[src/rtl/instr_fetch_unit_pkg.sv]
// -----------------------------------------------------------------------------
// instr_fetch_unit_pkg
// Shared definitions for the instruction fetch unit and the blocks it talks to
// (instruction RAM, control unit).
//   fetch_state_e        : fetch FSM states
//   FETCH_IDLE/FETCH_READ: encodings of the FETCH strobe into the RAM
//   DEFAULT_HALT_OPCODE  : opcode that stops fetching once consumed
//   DEFAULT_RESET_PC     : program counter after reset / restart
//   fetchCodeFor()       : FETCH strobe value that belongs to a given state
// -----------------------------------------------------------------------------
package instr_fetch_unit_pkg;

    typedef enum logic [2:0] {
        ST_IDLE  = 3'd0,
        ST_REQ   = 3'd1,
        ST_WAIT  = 3'd2,
        ST_VALID = 3'd3,
        ST_HALT  = 3'd4
    } fetch_state_e;

    localparam logic [1:0] FETCH_IDLE = 2'b00;
    localparam logic [1:0] FETCH_READ = 2'b01;

    localparam logic [7:0] DEFAULT_HALT_OPCODE = 8'hFF;
    localparam logic [7:0] DEFAULT_RESET_PC    = 8'h00;

    // The read strobe is only ever raised while the FSM sits in REQ, which
    // guarantees one strobe per instruction and never an illegal 2'b1x code.
    function automatic logic [1:0] fetchCodeFor(input fetch_state_e s);
        return (s == ST_REQ) ? FETCH_READ : FETCH_IDLE;
    endfunction

endpackage

[src/rtl/instr_fetch_unit_if.sv]
// -----------------------------------------------------------------------------
// instr_fetch_unit_if
// Bundles the instruction-RAM bus and the decode handshake of the fetch unit.
//   start      : begin / restart fetching (control -> fetch)
//   instr_in   : byte returned by the instruction RAM
//   ir_ack     : decode consumed ir this cycle
//   jump_en    : with ir_ack, redirect the next fetch to jump_addr
//   jump_addr  : jump target
//   iAddr      : registered address to the instruction RAM
//   FETCH      : registered read strobe (2'b01 read, 2'b00 idle)
//   ir         : instruction register
//   ir_valid   : ir holds an unconsumed instruction
//   pc         : address of the next instruction to fetch
//   halted     : fetch is stopped
// master = fetch unit side, slave = environment (RAM + decode + control).
// -----------------------------------------------------------------------------
interface instr_fetch_unit_if #(
    parameter int ADDR_W = 8,
    parameter int DATA_W = 8
);

    logic              start;
    logic [DATA_W-1:0] instr_in;
    logic              ir_ack;
    logic              jump_en;
    logic [ADDR_W-1:0] jump_addr;
    logic [ADDR_W-1:0] iAddr;
    logic [1:0]        FETCH;
    logic [DATA_W-1:0] ir;
    logic              ir_valid;
    logic [ADDR_W-1:0] pc;
    logic              halted;

    modport master (
        input  start, instr_in, ir_ack, jump_en, jump_addr,
        output iAddr, FETCH, ir, ir_valid, pc, halted
    );

    modport slave (
        output start, instr_in, ir_ack, jump_en, jump_addr,
        input  iAddr, FETCH, ir, ir_valid, pc, halted
    );

endinterface

[src/rtl/instr_fetch_unit_pc_reg.sv]
// -----------------------------------------------------------------------------
// instr_fetch_unit_pc_reg
// Program counter register with load / increment / hold.
//   clk, rst    : clock, asynchronous active-high reset (to RESET_PC)
//   load_i      : load loadVal_i (has priority over inc_i)
//   loadVal_i   : value to load
//   inc_i       : increment by one, wrapping modulo 2^ADDR_W
//   pc_o        : current program counter
//   pcNext_o    : value the counter takes on the next edge
//   atTop_o     : counter sits at the last address (all ones)
// -----------------------------------------------------------------------------
module instr_fetch_unit_pc_reg #(
    parameter int                ADDR_W   = 8,
    parameter logic [ADDR_W-1:0] RESET_PC = '0
) (
    input  logic              clk,
    input  logic              rst,
    input  logic              load_i,
    input  logic [ADDR_W-1:0] loadVal_i,
    input  logic              inc_i,
    output logic [ADDR_W-1:0] pc_o,
    output logic [ADDR_W-1:0] pcNext_o,
    output logic              atTop_o
);

    logic [ADDR_W-1:0] pc_q;
    logic [ADDR_W-1:0] pc_d;

    // Next value is exported so the owner can copy it into iAddr on the same
    // edge a jump or restart lands, without waiting a cycle for pc_q.
    always_comb begin
        pc_d = pc_q;
        if (load_i) begin
            pc_d = loadVal_i;
        end else if (inc_i) begin
            pc_d = pc_q + ADDR_W'(1);
        end
    end

    always_ff @(posedge clk or posedge rst) begin
        if (rst) begin
            pc_q <= RESET_PC;
        end else begin
            pc_q <= pc_d;
        end
    end

    assign pc_o     = pc_q;
    assign pcNext_o = pc_d;
    assign atTop_o  = (pc_q == {ADDR_W{1'b1}});

endmodule

[src/rtl/instr_fetch_unit.sv]
// -----------------------------------------------------------------------------
// instr_fetch_unit
// Requester side of the instruction-memory fetch path. Holds the PC, issues a
// one-cycle read strobe to the instruction RAM, captures the returned byte into
// the instruction register and offers it to decode with a valid/ack handshake.
// Handles jumps from decode, the HALT opcode and end-of-memory behaviour.
//   clk, rst  : clock, asynchronous active-high reset
//   fetchBus  : instr_fetch_unit_if.master (RAM bus + decode handshake)
// Parameters: ADDR_W, DATA_W, RESET_PC, HALT_OPCODE,
//             WRAP_EN (1: PC wraps past the last address, 0: halt there).
// One instruction takes REQ -> WAIT -> VALID, i.e. at best one per 3 clocks.
// -----------------------------------------------------------------------------
module instr_fetch_unit
    import instr_fetch_unit_pkg::*;
#(
    parameter int                ADDR_W      = 8,
    parameter int                DATA_W      = 8,
    parameter logic [ADDR_W-1:0] RESET_PC    = ADDR_W'(DEFAULT_RESET_PC),
    parameter logic [DATA_W-1:0] HALT_OPCODE = DATA_W'(DEFAULT_HALT_OPCODE),
    parameter bit                WRAP_EN     = 1'b1
) (
    input  logic                clk,
    input  logic                rst,
    instr_fetch_unit_if.master  fetchBus
);

    fetch_state_e state_q;
    fetch_state_e state_d;

    logic [ADDR_W-1:0] iAddr_q;
    logic [ADDR_W-1:0] iAddr_d;
    logic [1:0]        fetch_q;
    logic [1:0]        fetch_d;
    logic [DATA_W-1:0] ir_q;
    logic [DATA_W-1:0] ir_d;
    logic              irValid_q;
    logic              irValid_d;
    logic              haltPend_q;
    logic              haltPend_d;
    logic              halted_q;
    logic              halted_d;

    logic              pcLoad;
    logic [ADDR_W-1:0] pcLoadVal;
    logic              pcInc;
    logic [ADDR_W-1:0] pcCur;
    logic [ADDR_W-1:0] pcNext;
    logic              pcAtTop;
    logic              captureHalts;

    instr_fetch_unit_pc_reg #(
        .ADDR_W   (ADDR_W),
        .RESET_PC (RESET_PC)
    ) pcReg (
        .clk       (clk),
        .rst       (rst),
        .load_i    (pcLoad),
        .loadVal_i (pcLoadVal),
        .inc_i     (pcInc),
        .pc_o      (pcCur),
        .pcNext_o  (pcNext),
        .atTop_o   (pcAtTop)
    );

    // State register. Reset drops any in-flight fetch: the FSM returns to
    // IDLE, so the RAM's late data is never captured.
    always_ff @(posedge clk or posedge rst) begin
        if (rst) begin
            state_q <= ST_IDLE;
        end else begin
            state_q <= state_d;
        end
    end

    // Next-state logic. A pending halt only takes effect when decode acks
    // without a jump; a jump overrides it and fetching carries on.
    always_comb begin
        state_d = state_q;
        case (state_q)
            ST_IDLE: begin
                if (fetchBus.start) state_d = ST_REQ;
            end
            ST_REQ: begin
                state_d = ST_WAIT;
            end
            ST_WAIT: begin
                state_d = ST_VALID;
            end
            ST_VALID: begin
                if (fetchBus.ir_ack) begin
                    state_d = (haltPend_q && !fetchBus.jump_en) ? ST_HALT : ST_REQ;
                end
            end
            ST_HALT: begin
                if (fetchBus.start) state_d = ST_REQ;
            end
            default: begin
                state_d = ST_IDLE;
            end
        endcase
    end

    // The captured byte ends fetching if it is the halt opcode, or if it came
    // from the last address while wrap-around is disabled; either way the PC
    // stays on that address.
    assign captureHalts = (fetchBus.instr_in == HALT_OPCODE) || (pcAtTop && !WRAP_EN);

    // Output / datapath control: instruction register, handshake flag, halt
    // bookkeeping and PC load/increment, all decided from the current state.
    always_comb begin
        ir_d       = ir_q;
        irValid_d  = irValid_q;
        haltPend_d = haltPend_q;
        pcLoad     = 1'b0;
        pcLoadVal  = pcCur;
        pcInc      = 1'b0;
        case (state_q)
            ST_WAIT: begin
                ir_d      = fetchBus.instr_in;
                irValid_d = 1'b1;
                if (captureHalts) begin
                    haltPend_d = 1'b1;
                end else begin
                    pcInc = 1'b1;
                end
            end
            ST_VALID: begin
                if (fetchBus.ir_ack) begin
                    irValid_d = 1'b0;
                    if (fetchBus.jump_en) begin
                        pcLoad     = 1'b1;
                        pcLoadVal  = fetchBus.jump_addr;
                        haltPend_d = 1'b0;
                    end
                end
            end
            ST_HALT: begin
                if (fetchBus.start) begin
                    pcLoad     = 1'b1;
                    pcLoadVal  = RESET_PC;
                    haltPend_d = 1'b0;
                end
            end
            default: begin
            end
        endcase
    end

    // Registered bus outputs follow the state being entered. iAddr takes the
    // PC's next value so a jump target or restart address is requested on the
    // very edge it is loaded; outside REQ entry it simply holds.
    assign fetch_d  = fetchCodeFor(state_d);
    assign halted_d = (state_d == ST_HALT);
    assign iAddr_d  = (state_d == ST_REQ) ? pcNext : iAddr_q;

    always_ff @(posedge clk or posedge rst) begin
        if (rst) begin
            iAddr_q    <= '0;
            fetch_q    <= FETCH_IDLE;
            ir_q       <= '0;
            irValid_q  <= 1'b0;
            haltPend_q <= 1'b0;
            halted_q   <= 1'b0;
        end else begin
            iAddr_q    <= iAddr_d;
            fetch_q    <= fetch_d;
            ir_q       <= ir_d;
            irValid_q  <= irValid_d;
            haltPend_q <= haltPend_d;
            halted_q   <= halted_d;
        end
    end

    assign fetchBus.iAddr    = iAddr_q;
    assign fetchBus.FETCH    = fetch_q;
    assign fetchBus.ir       = ir_q;
    assign fetchBus.ir_valid = irValid_q;
    assign fetchBus.pc       = pcCur;
    assign fetchBus.halted   = halted_q;

endmodule

[src/flat_wrapper.sv]
// flat-port wrapper written by rule: the top's interface ports become plain ports
module instr_fetch_unit_flat import instr_fetch_unit_pkg::*;
#(
    parameter int                ADDR_W      = 8,
    parameter int                DATA_W      = 8,
    parameter logic [ADDR_W-1:0] RESET_PC    = ADDR_W'(DEFAULT_RESET_PC),
    parameter logic [DATA_W-1:0] HALT_OPCODE = DATA_W'(DEFAULT_HALT_OPCODE),
    parameter bit                WRAP_EN     = 1'b1
)
  (clk, rst, fetchBus_start, fetchBus_instr_in, fetchBus_ir_ack, fetchBus_jump_en, fetchBus_jump_addr, fetchBus_iAddr, fetchBus_FETCH, fetchBus_ir, fetchBus_ir_valid, fetchBus_pc, fetchBus_halted);
  instr_fetch_unit_if #(.ADDR_W(ADDR_W), .DATA_W(DATA_W)) fetchBus_i ();
  input  logic clk;
  input  logic rst;
  input wire logic [$bits(fetchBus_i.start)-1:0] fetchBus_start;
  input wire logic [$bits(fetchBus_i.instr_in)-1:0] fetchBus_instr_in;
  input wire logic [$bits(fetchBus_i.ir_ack)-1:0] fetchBus_ir_ack;
  input wire logic [$bits(fetchBus_i.jump_en)-1:0] fetchBus_jump_en;
  input wire logic [$bits(fetchBus_i.jump_addr)-1:0] fetchBus_jump_addr;
  output wire logic [$bits(fetchBus_i.iAddr)-1:0] fetchBus_iAddr;
  output wire logic [$bits(fetchBus_i.FETCH)-1:0] fetchBus_FETCH;
  output wire logic [$bits(fetchBus_i.ir)-1:0] fetchBus_ir;
  output wire logic [$bits(fetchBus_i.ir_valid)-1:0] fetchBus_ir_valid;
  output wire logic [$bits(fetchBus_i.pc)-1:0] fetchBus_pc;
  output wire logic [$bits(fetchBus_i.halted)-1:0] fetchBus_halted;
  assign fetchBus_i.start = fetchBus_start;
  assign fetchBus_i.instr_in = fetchBus_instr_in;
  assign fetchBus_i.ir_ack = fetchBus_ir_ack;
  assign fetchBus_i.jump_en = fetchBus_jump_en;
  assign fetchBus_i.jump_addr = fetchBus_jump_addr;
  assign fetchBus_iAddr = fetchBus_i.iAddr;
  assign fetchBus_FETCH = fetchBus_i.FETCH;
  assign fetchBus_ir = fetchBus_i.ir;
  assign fetchBus_ir_valid = fetchBus_i.ir_valid;
  assign fetchBus_pc = fetchBus_i.pc;
  assign fetchBus_halted = fetchBus_i.halted;
  instr_fetch_unit #(.ADDR_W(ADDR_W), .DATA_W(DATA_W), .RESET_PC(RESET_PC), .HALT_OPCODE(HALT_OPCODE), .WRAP_EN(WRAP_EN)) u_core (.clk(clk), .rst(rst), .fetchBus(fetchBus_i));
endmodule
[config.mk]
export PLATFORM = sky130hd
export DESIGN_NAME = instr_fetch_unit_flat
export DESIGN_NICKNAME = d
export VERILOG_FILES = /design/src/rtl/instr_fetch_unit_pkg.sv /design/src/rtl/instr_fetch_unit_if.sv /design/src/rtl/instr_fetch_unit_pc_reg.sv /design/src/rtl/instr_fetch_unit.sv /design/src/flat_wrapper.sv
export SDC_FILE = /design/constraint.sdc
export NUM_CORES = 1
export LEC_CHECK = 0
export BUFFER_PORTS_ARGS = -buffer_cell sky130_fd_sc_hd__buf_2
export CAP_MARGIN = 40
export CORE_ASPECT_RATIO = 0.5
export CORE_UTILIZATION = 45
export DETAILED_ROUTE_END_ITERATION = 10
export GPL_TIMING_DRIVEN = 0
export PLACE_DENSITY = 0.79
export SYNTH_ARGS = -nofsm -noshare
export SYNTH_HDL_FRONTEND = slang
export SYNTH_SLANG_ARGS = --single-unit
[constraint.sdc]
create_clock -name clk -period 2.7 [get_ports clk]
set_input_delay 0.405 -clock clk [delete_from_list [all_inputs] [get_ports clk]]
set_output_delay 0.405 -clock clk [all_outputs]
set_load 0.1 [all_outputs]
==> results by group, run 1 <==
Status
  • Status: complete, no violations

Synthesis
  • Ys async rst share: 100%
  • Post-Syn Instances: 121
  • Synth warn: 0
  • Main flop type after synthesis: dfrtp_1
  • Avg Cell Area, Syn: 12.4 µm²
  • Post-synth EDFFs: 0
  • Dominant cells by area after synthesis: dfrtp_1 52%, mux2_2 11%, o21ai_4 5.4%, nand2_1 3.8%, xor2_1 2.9%
  • Syn Nets: 143
  • Cell area after synthesis: 1500 µm²
  • #FFs+latches synth: 31
  • Area leader, netlist: dfrtp_1
  • Sequential fraction of the synthesis area: 51.9%
  • Post-synth top area share: 51.9%
  • Yosys cell types: 37

Detailed routing
  • Vias: 1,142
  • 1st-iter DRT viols: 54
  • Detail Route Antenna Nets: 0
  • DR WL/cell: 14.3 µm
  • Via density: 5.26
  • Drt pass-1 iters: 4
  • DRC viols: 0
  • Final WL: 3110 µm

STA
  • Max Clock Skew: 4.89 ps
  • Slew @ Worst Pin: 726 ps
  • Smallest hold slack: 238 ps
  • Unrepaired setup endpoints after global routing: false
  • Setup TNS: 0 ps
  • Tmin final: 1860 ps
  • Fin crit share: 68.9%
  • Final setup vio count: 0
  • Max Fclk: 0.537 GHz
  • Slew headroom: 51.6%
  • Fin. Hold Viols: 0
  • Pins Over Slew Limit: 0

Die
  • Die Wd: 83.5 µm
  • Chip height: 42.8 µm
  • Top Ports: 49
  • Rows: 14
  • Core ar.: 3080 µm²
  • Starting Density: 48.5%
  • Die area: 3570 µm²

Critical path
  • Crit path DAT: 2020 ps
  • Slowest CP cell: dfrtp_1
  • Crit Path Class: register to register
  • Worst path required time: 2860 ps
  • Crit path max fanout: 10
  • Crit path capture type: register
  • Max stage delay on crit path: 450 ps
  • Critical path, cell by cell: nor3b_2 > buf_4 > o211ai_1 > xor2_1 > o21ai_4 > mux2_2
  • Setup crit start kind: register

CTS
  • Worst skew pair latency: 280 ps
  • Post-CTS Setup Repair Bufs: 0
  • Clk sinks: 31
  • CTS resizes: 0
  • Root Buffer Master: clkbuf_8
  • Maximum buffer depth of the clock tree: 2
  • Reg clk slew, reported paths: 60 ps
  • Total CTS buffers: 5
  • CTS tree: yes
  • Htree depth: 2
  • Cts hold-fix bufs: 0

GRT
  • Initial antenna violation count: 0
  • Pin count of the biggest net entering global routing: 19
  • Total grt overflow: 0
  • Number of global-route vias before repair: 1,091
  • GRT Total Usage: 18.9%
  • First-pass GRT wire length: 5120 µm

Finish
  • Layout Nets: 198
  • ANT cells: 0
  • Non-Filler Instances: 217
  • Fillers: 269
  • Area grow syn2layout: 26.8%
  • Share of layout cells above drive strength 1: 47.5%
  • Most common cell after layout, fill and taps aside: buf_2
  • Most frequent cells in the layout: 47 x buf_2, 31 x dfrtp_1, 15 x nand2_1

Flow run
  • Maxcap violations: 0

Placed design
  • Final Wtd Congestion: 0.778
  • Port Buf Inserts: 47
  • Placed instance count: 209
  • HPWL after DPL: 2300 µm

Worst hold path
  • Worst Hold Class: primary input to asynchronous set/reset pin
==> cells in the mapped netlist (2+ instances only) <==
library cell,n
mux2_2,14
dfrtp_1,31
and2_1,2
nand2_1,15
o21ai_4,5
a31oi_1,3
xnor2_1,2
o2111ai_1,2
nand4_1,2
o21ai_1,4
buf_4,3
o211ai_1,2
nand2b_1,3
xor2_1,5
nor2_1,2
and3_1,3
nor2b_1,2
o21bai_1,2
==> worst max-delay path: cells and delay by family, from the launching register on <==
family	cells	cell delay, ps
compound gates	2	190
flops	1	450
mux	1	260
xor+xnor	1	240
buf+inv	1	250
simple gates	1	350
==> layout make-up <==
type / instances / area, µm² / area share (%)
plain buffers: 4 / 37.5 / 1.98
clock buffers: 8 / 100 / 5.28
inverters: 2 / 7.51 / 0.396
multi-input cells: 84 / 674 / 35.6
flip-flops and latches: 31 / 776 / 40.9
well taps: 40 / 50.0 / 2.64
repair buffers: 48 / 250 / 13.2
==> kinds of logic after synthesis <==
family	Yosys count	share of synthesized area, %
AO/OA/AOI/OAI	25	15.7
XOR/XNOR	7	4.10
adder cells (fa/ha/maj)	1	0.837
buffers and inverters	6	3.01
flip-flops	31	51.9
multiplexers	15	11.2
other	1	0.251
AND/OR/NAND/NOR	35	13.0
==> layer usage <==
| layer | vias up | global-route usage (%) | part of all wire (%) |
|---|---|---|---|
| li1 | 538 | - | - |
| met1 | 570 | 25.3 | 47 |
| met2 | 30 | 30.3 | 47 |
| met3 | 4 | 5.64 | 4.8 |
| met4 | 0 | 5.42 | 0.84 |
| met5 | - | 0 | 0 |
==> per-stage QoR <==
stage	area [µm²]	utilization, %	setup slack [ps]
after floorplan	1500	-	567
after global placement	1780	57.8	744
after detailed placement	1800	58.2	690
after CTS	1900	61.5	833
after global routing	1900	61.5	711
final	1900	61.5	839
==> worst paths after layout <==
kind | start | endpoint | slack (ps) | cells past startpoint
max | u_core.state_q[2] | u_core.fetchBus.iAddr[4] | 840 | 6
min | rst | u_core.fetchBus.ir[7] | 240 | 2
max reg2reg | u_core.state_q[2] | u_core.fetchBus.iAddr[4] | 840 | 6
min reg2reg | u_core.fetchBus.ir_valid | u_core.fetchBus.ir_valid | 490 | 1
max in group asynchronous | rst | u_core.fetchBus.iAddr[6] | 1910 | 3
min in group clk | fetchBus_jump_addr[3] | u_core.pcReg.pc_o[3] | 360 | 3
==> registers in the layout, summed over array words and instances (netlist names) <==
name and flops:
u_core.haltPend_q 1, u_core.fetchBus.FETCH 1, u_core.pcReg.pc_o 8, u_core.fetchBus.ir_valid 1, u_core.state_q 3, u_core.fetchBus.halted 1, u_core.fetchBus.ir 8, u_core.fetchBus.iAddr 8
Power of run 1 is not shown: default switching activity piles up to over one toggle a cycle in this logic, so the estimate is an artifact.
==> run 2: changes to the inputs <==
--- a/config.mk
+++ b/config.mk
@@ -11,7 +11,7 @@
 export CORE_UTILIZATION = 45
 export DETAILED_ROUTE_END_ITERATION = 10
 export GPL_TIMING_DRIVEN = 0
-export PLACE_DENSITY = 0.79
+export PLACE_DENSITY = 0.82
 export SYNTH_ARGS = -nofsm -noshare
 export SYNTH_HDL_FRONTEND = slang
 export SYNTH_SLANG_ARGS = --single-unit
==> constraint.sdc (replaced) <==
create_clock -name clk -period 1.65 [get_ports clk]
set_input_delay 0.2475 -clock clk [delete_from_list [all_inputs] [get_ports clk]]
set_output_delay 0.2475 -clock clk [all_outputs]
set_load 0.1 [all_outputs]
==> results by group, run 2 (synthesis results as in run 1) <==
Status
  • Status: finished with violations (was complete, no violations)
  • Failing checks: negative setup slack

STA
  • Fin. Hold Viols: 0 (unchanged)
  • Unrepaired setup endpoints after global routing: true (was false)
  • Tmin final: 1750 ps (was 1860 ps)
  • Slew headroom: 58.9% (was 51.6%)
  • Final setup vio count: 6 (was 0)
  • Max Fclk: 0.572 GHz (was 0.537 GHz)
  • Pins Over Slew Limit: 0 (unchanged)
  • Slew @ Worst Pin: 616 ps (was 726 ps)
  • Final worst setup slack: -98.8 ps (was 839 ps)
  • Fin crit share: 106% (was 68.9%)
  • Max Clock Skew: 5.63 ps (was 4.89 ps)

Finish
  • Most frequent cells in the layout: 47 x buf_2, 22 x dfrtp_1, 15 x nand2_1 (was 47 x buf_2, 31 x dfrtp_1, 15 x nand2_1)
  • Design Area, Final: 2100 µm² (was 1900 µm²)
  • Area grow syn2layout: 40.5% (was 26.8%)
  • Non-Filler Instances: 229 (was 217)
  • Most common cell after layout, fill and taps aside: buf_2 (unchanged)
  • Share of layout cells above drive strength 1: 59.8% (was 47.5%)
  • Final Core Density: 68.1% (was 61.5%)
  • ANT cells: 0 (unchanged)
  • Layout Nets: 210 (was 198)

Die
  • Die area: 3570 µm² (unchanged)
  • Chip height: 42.8 µm (unchanged)
  • Starting Density: 48.5% (unchanged)
  • Top Ports: 49 (unchanged)
  • Die Wd: 83.5 µm (unchanged)
  • Core ar.: 3080 µm² (unchanged)
  • Rows: 14 (unchanged)

GRT
  • First-pass GRT wire length: 6060 µm (was 5120 µm)
  • Total grt overflow: 0 (unchanged)
  • Initial antenna violation count: 0 (unchanged)
  • Number of global-route vias before repair: 1,289 (was 1,091)
  • GRT Total Usage: 22.4% (was 18.9%)
  • Pin count of the biggest net entering global routing: 20 (was 19)

Detailed routing
  • Final WL: 3700 µm (was 3110 µm)
  • 1st-iter DRT viols: 89 (was 54)
  • DRC viols: 0 (unchanged)
  • Vias: 1,242 (was 1,142)
  • DR WL/cell: 16.2 µm (was 14.3 µm)
  • Via density: 5.42 (was 5.26)
  • Drt pass-1 iters: 4 (unchanged)
  • Detail Route Antenna Nets: 0 (unchanged)

Worst hold path
  • Worst Hold Class: primary input to asynchronous set/reset pin (unchanged)

Placed design
  • Area post-placement: 1830 µm² (was 1800 µm²)
  • Placed instance count: 209 (unchanged)
  • Port Buf Inserts: 47 (unchanged)
  • HPWL after DPL: 2250 µm (was 2300 µm)
  • Final Wtd Congestion: 0.805 (was 0.778)

Critical path
  • Crit path max fanout: 5 (was 10)
  • Reg-to-Reg End: u_core.fetchBus.iAddr[0] (was u_core.fetchBus.iAddr[4])
  • Slowest CP cell: dfrtp_2 (was dfrtp_1)
  • Max stage delay on crit path: 470 ps (was 450 ps)
  • Crit path capture type: register (unchanged)
  • Worst path required time: 1820 ps (was 2860 ps)
  • Crit path DAT: 1920 ps (was 2020 ps)
  • Crit Path Class: register to register (unchanged)
  • FF-to-FF Start: u_core.state_q[0] (was u_core.state_q[2])
  • FF-to-FF path depth: 5 (was 6)
  • Critical path, cell by cell: nor3b_4 > o21ai_1 > xor2_1 > o21ai_4 > mux2_4 (was nor3b_2 > buf_4 > o211ai_1 > xor2_1 > o21ai_4 > mux2_2)
  • Setup crit start kind: register (unchanged)
  • Reg2reg setup slack: -100 ps (was 840 ps)

CTS
  • Root Buffer Master: clkbuf_8 (unchanged)
  • Total CTS buffers: 5 (unchanged)
  • Clk sinks: 31 (unchanged)
  • Worst skew pair latency: 290 ps (was 280 ps)
  • Maximum buffer depth of the clock tree: 2 (unchanged)
  • Reg clk slew, reported paths: 70 ps (was 60 ps)
  • CTS tree: yes (unchanged)
  • Htree depth: 2 (unchanged)

Flow run
  • Maxcap violations: 0 (unchanged)
## run 2: worst max path at each step
| stage | startpoint | cells after the start | end |
|---|---|---|---|
| global route | u_core.state_q[0] | 5 | u_core.fetchBus.iAddr[0] |
| floorplan | u_core.pcReg.pc_o[0] | 6 | u_core.fetchBus.iAddr[4] |
| CTS | u_core.state_q[0] | 6 | u_core.fetchBus.iAddr[2] |
| finish | u_core.state_q[0] | 5 | u_core.fetchBus.iAddr[0] |
| global placement | u_core.state_q[2] | 6 | u_core.fetchBus.iAddr[4] |
| detailed placement | u_core.state_q[2] | 6 | u_core.fetchBus.iAddr[4] |
## run 2: final cells by class
cell class	instances	area, µm²
inverter	2	7.51
tap	40	50.0
timing repair buffer	60	373
multi-input combinational	84	737
clock buffer	5	68.8
buffer	4	50.0
sequential	31	800
fill	215	982
clock inverter	3	15.0
## run 2: repair_timing
item | in CTS | in global routing
pin swaps | 7 | 1
hold buffers | 0 | 0
buffers inserted | 7 | 4
cloned | 1 | 0
setup endpoints to repair | 8 | 9
endpoints found under the hold margin | 0 | 0
gates resized for setup | 16 | 1
## run 2: routing by layer
metal / global-route usage (%) / vias up / routed length, µm / share of wire (%)
li1: - / 571 / - / -
met1: 26.3 / 611 / 1590 / 43
met2: 38.5 / 45 / 1800 / 49
met3: 6.23 / 15 / 201 / 5.4
met4: 12.2 / 0 / 112 / 3.0
met5: 0 / - / 0 / 0
## run 2: critical path: cells and delay by family, from the launching register on
family | cells | cell delay, ps
simple gates | 1 | 280
xor+xnor | 1 | 310
mux | 1 | 260
flops | 1 | 470
compound gates | 2 | 320
## run 2: through the flow
| stage | hold slack (ps) | setup TNS, ps | setup WS, ps |
|---|---|---|---|
| 6_report | 29.8 | -357 | -98.8 |
| 3_3_place_gp | 456 | -671 | -161 |
| 4_1_cts | 28.6 | -51.7 | -35.4 |
| 5_1_grt | 86.0 | -795 | -148 |
| 3_5_place_dp | 333 | -982 | -208 |
| 2_1_floorplan | 351 | -138 | -138 |
Power of run 2 is left out for the same reason.
==> run 3: changes to the inputs <==
--- a/config.mk
+++ b/config.mk
@@ -11,7 +11,7 @@
 export CORE_UTILIZATION = 45
 export DETAILED_ROUTE_END_ITERATION = 10
 export GPL_TIMING_DRIVEN = 0
-export PLACE_DENSITY = 0.82
+export PLACE_DENSITY = 0.79
 export SYNTH_ARGS = -nofsm -noshare
 export SYNTH_HDL_FRONTEND = slang
 export SYNTH_SLANG_ARGS = --single-unit
==> constraint.sdc (replaced) <==
create_clock -name clk -period 1.8 [get_ports clk]
set_input_delay 0.27 -clock clk [delete_from_list [all_inputs] [get_ports clk]]
set_output_delay 0.27 -clock clk [all_outputs]
set_load 0.1 [all_outputs]
==> results by group, run 3 (synthesis results as in run 1) <==
Critical path
  • Setup crit start kind: register (unchanged)
  • Crit Path Class: register to register (unchanged)
  • Crit path DAT: 1910 ps (was 1920 ps)
  • Critical path, cell by cell: nor2b_4 > and3_1 > buf_6 > a31o_4 > buf_8 > o21ai_4 > mux2_2 (was nor3b_4 > o21ai_1 > xor2_1 > o21ai_4 > mux2_4)
  • Worst path required time: 1970 ps (was 1820 ps)
  • Crit path capture type: register (unchanged)
  • Max stage delay on crit path: 470 ps (about the same)
  • Slowest CP cell: dfrtp_2 (unchanged)
  • Crit path max fanout: 10 (was 5)

STA
  • Final setup vio count: 0 (was 6)
  • Slew @ Worst Pin: 505 ps (was 616 ps)
  • Slew headroom: 66.3% (was 58.9%)
  • Fin. Hold Viols: 0 (unchanged)
  • Pins Over Slew Limit: 0 (unchanged)
  • Tmin final: 1740 ps (was 1750 ps)
  • Max Fclk: 0.576 GHz (was 0.572 GHz)
  • Fin crit share: 96.5% (was 106%)
  • Final worst setup slack: 63.0 ps (was -98.8 ps)
  • Max Clock Skew: 2.95 ps (was 5.63 ps)
  • Smallest hold slack: 3.43 ps (was 29.8 ps)
  • Unrepaired setup endpoints after global routing: true (unchanged)

Placed design
  • Placed instance count: 209 (unchanged)
  • HPWL after DPL: 2300 µm (was 2250 µm)
  • Pre-CTS WS: -67.1 ps (was -208 ps)
  • Port Buf Inserts: 47 (unchanged)
  • Final Wtd Congestion: 0.731 (was 0.805)

Worst hold path
  • Worst Hold Class: primary input to asynchronous set/reset pin (unchanged)

Finish
  • Area grow syn2layout: 31.8% (was 40.5%)
  • Most frequent cells in the layout: 47 x buf_2, 22 x dfrtp_1, 15 x nand2_1 (unchanged)
  • Layout Nets: 200 (was 210)
  • Fillers: 224 (was 215)
  • Non-Filler Instances: 219 (was 229)
  • Most common cell after layout, fill and taps aside: buf_2 (unchanged)
  • Reg area: 787 µm² (was 800 µm²)
  • Share of layout cells above drive strength 1: 54.2% (was 59.8%)
  • Multi-input logic area: 703 µm² (was 737 µm²)
  • ANT cells: 0 (unchanged)

Detailed routing
  • Final WL: 3170 µm (was 3700 µm)
  • 1st-iter DRT viols: 39 (was 89)
  • Detailed-routed wire length on met3: 132 µm (was 201 µm)
  • DRC viols: 0 (unchanged)
  • DR WL/cell: 14.5 µm (was 16.2 µm)
  • Met1 WL: 1490 µm (was 1590 µm)
  • Detail Route Antenna Nets: 0 (unchanged)
  • Routed met2 length: 1490 µm (was 1800 µm)
  • Vias: 1,115 (was 1,242)
  • Uppermost layer routed: met4 (unchanged)
  • Drt pass-1 iters: 6 (was 4)
  • Via density: 5.09 (was 5.42)

CTS
  • Reg clk slew, reported paths: 60 ps (was 70 ps)
  • Total CTS buffers: 5 (unchanged)
  • Maximum buffer depth of the clock tree: 2 (unchanged)
  • CTS tree: yes (unchanged)
  • Clk sinks: 31 (unchanged)
  • Root Buffer Master: clkbuf_8 (unchanged)
  • Worst skew pair latency: 280 ps (was 290 ps)
  • Htree depth: 2 (unchanged)

GRT
  • GRT Total Usage: 20.4% (was 22.4%)
  • Number of global-route vias before repair: 1,122 (was 1,289)
  • Total grt overflow: 0 (unchanged)
  • First-pass GRT wire length: 5380 µm (was 6060 µm)
  • Pin count of the biggest net entering global routing: 22 (was 20)
  • Initial antenna violation count: 0 (unchanged)

Die
  • Core ar.: 3080 µm² (unchanged)
  • Chip height: 42.8 µm (unchanged)
  • Rows: 14 (unchanged)
  • Starting Density: 48.5% (unchanged)
  • Top Ports: 49 (unchanged)
  • Die Wd: 83.5 µm (unchanged)
  • Die area: 3570 µm² (unchanged)

Flow run
  • Maxcap violations: 0 (unchanged)

Status
  • Status: complete, no violations (was finished with violations)
run 3: cell types whose count changed in the layout (fill, tap and decap cells not counted), sizes merged:
cell and change:
clkinv -3, clkbuf +3, buf -10
run 3: path summary, 6_finish.rpt:
path                                           from                        to  slack, ps  depth (start not counted)
max                               u_core.state_q[2]  u_core.fetchBus.iAddr[5]         60                          7
max in group asynchronous                       rst      u_core.pcReg.pc_o[4]       1310                          3
max reg2reg                       u_core.state_q[2]  u_core.fetchBus.iAddr[5]         60                          7
min reg2reg                u_core.fetchBus.iAddr[6]  u_core.fetchBus.iAddr[6]        490                          2
min in group clk              fetchBus_jump_addr[6]  u_core.fetchBus.iAddr[6]        230                          3
min                                             rst    u_core.fetchBus.halted          3                          2
run 3: layer usage:
metal / vias up / GRT usage (%)
met5: - / 0
met3: 7 / 7.59
met1: 539 / 25.8
li1: 547 / -
met4: 0 / 9.83
met2: 22 / 31.3
run 3: timing repair:
item,in CTS,in global routing
endpoints found under the setup margin,4,8
buffers inserted,0,2
resized for setup,6,4
pin swaps,2,4
hold buffers,0,0
run 3: final cells by class:
| type | count | area share, % |
|---|---|---|
| flip-flops and latches | 31 | 39.9 |
| multi-input cells | 84 | 35.7 |
| repair buffers | 50 | 14.1 |
| clock buffers | 8 | 5.08 |
| well taps | 40 | 2.54 |
| plain buffers | 4 | 2.29 |
| inverters | 2 | 0.381 |
run 3: per-stage QoR:
stage / util (%) / area [µm²] / TNS, ps
6_report: 63.9 / 1970 / 0
5_1_grt: 63.9 / 1970 / -4.42
4_1_cts: 62.7 / 1930 / 0
3_5_place_dp: 58.9 / 1820 / -103
3_3_place_gp: 58.0 / 1790 / -44.3
2_1_floorplan: - / 1500 / -37.6
run 3: critical path: cells and delay by family (launching register included):
family,cells,cell delay [ps]
and+or+nand+nor,2,390
muxes,1,270
buffers and inverters,2,300
AOI/OAI and AO/OA,2,180
DFF,1,470
Power of run 3 is left out for the same reason.
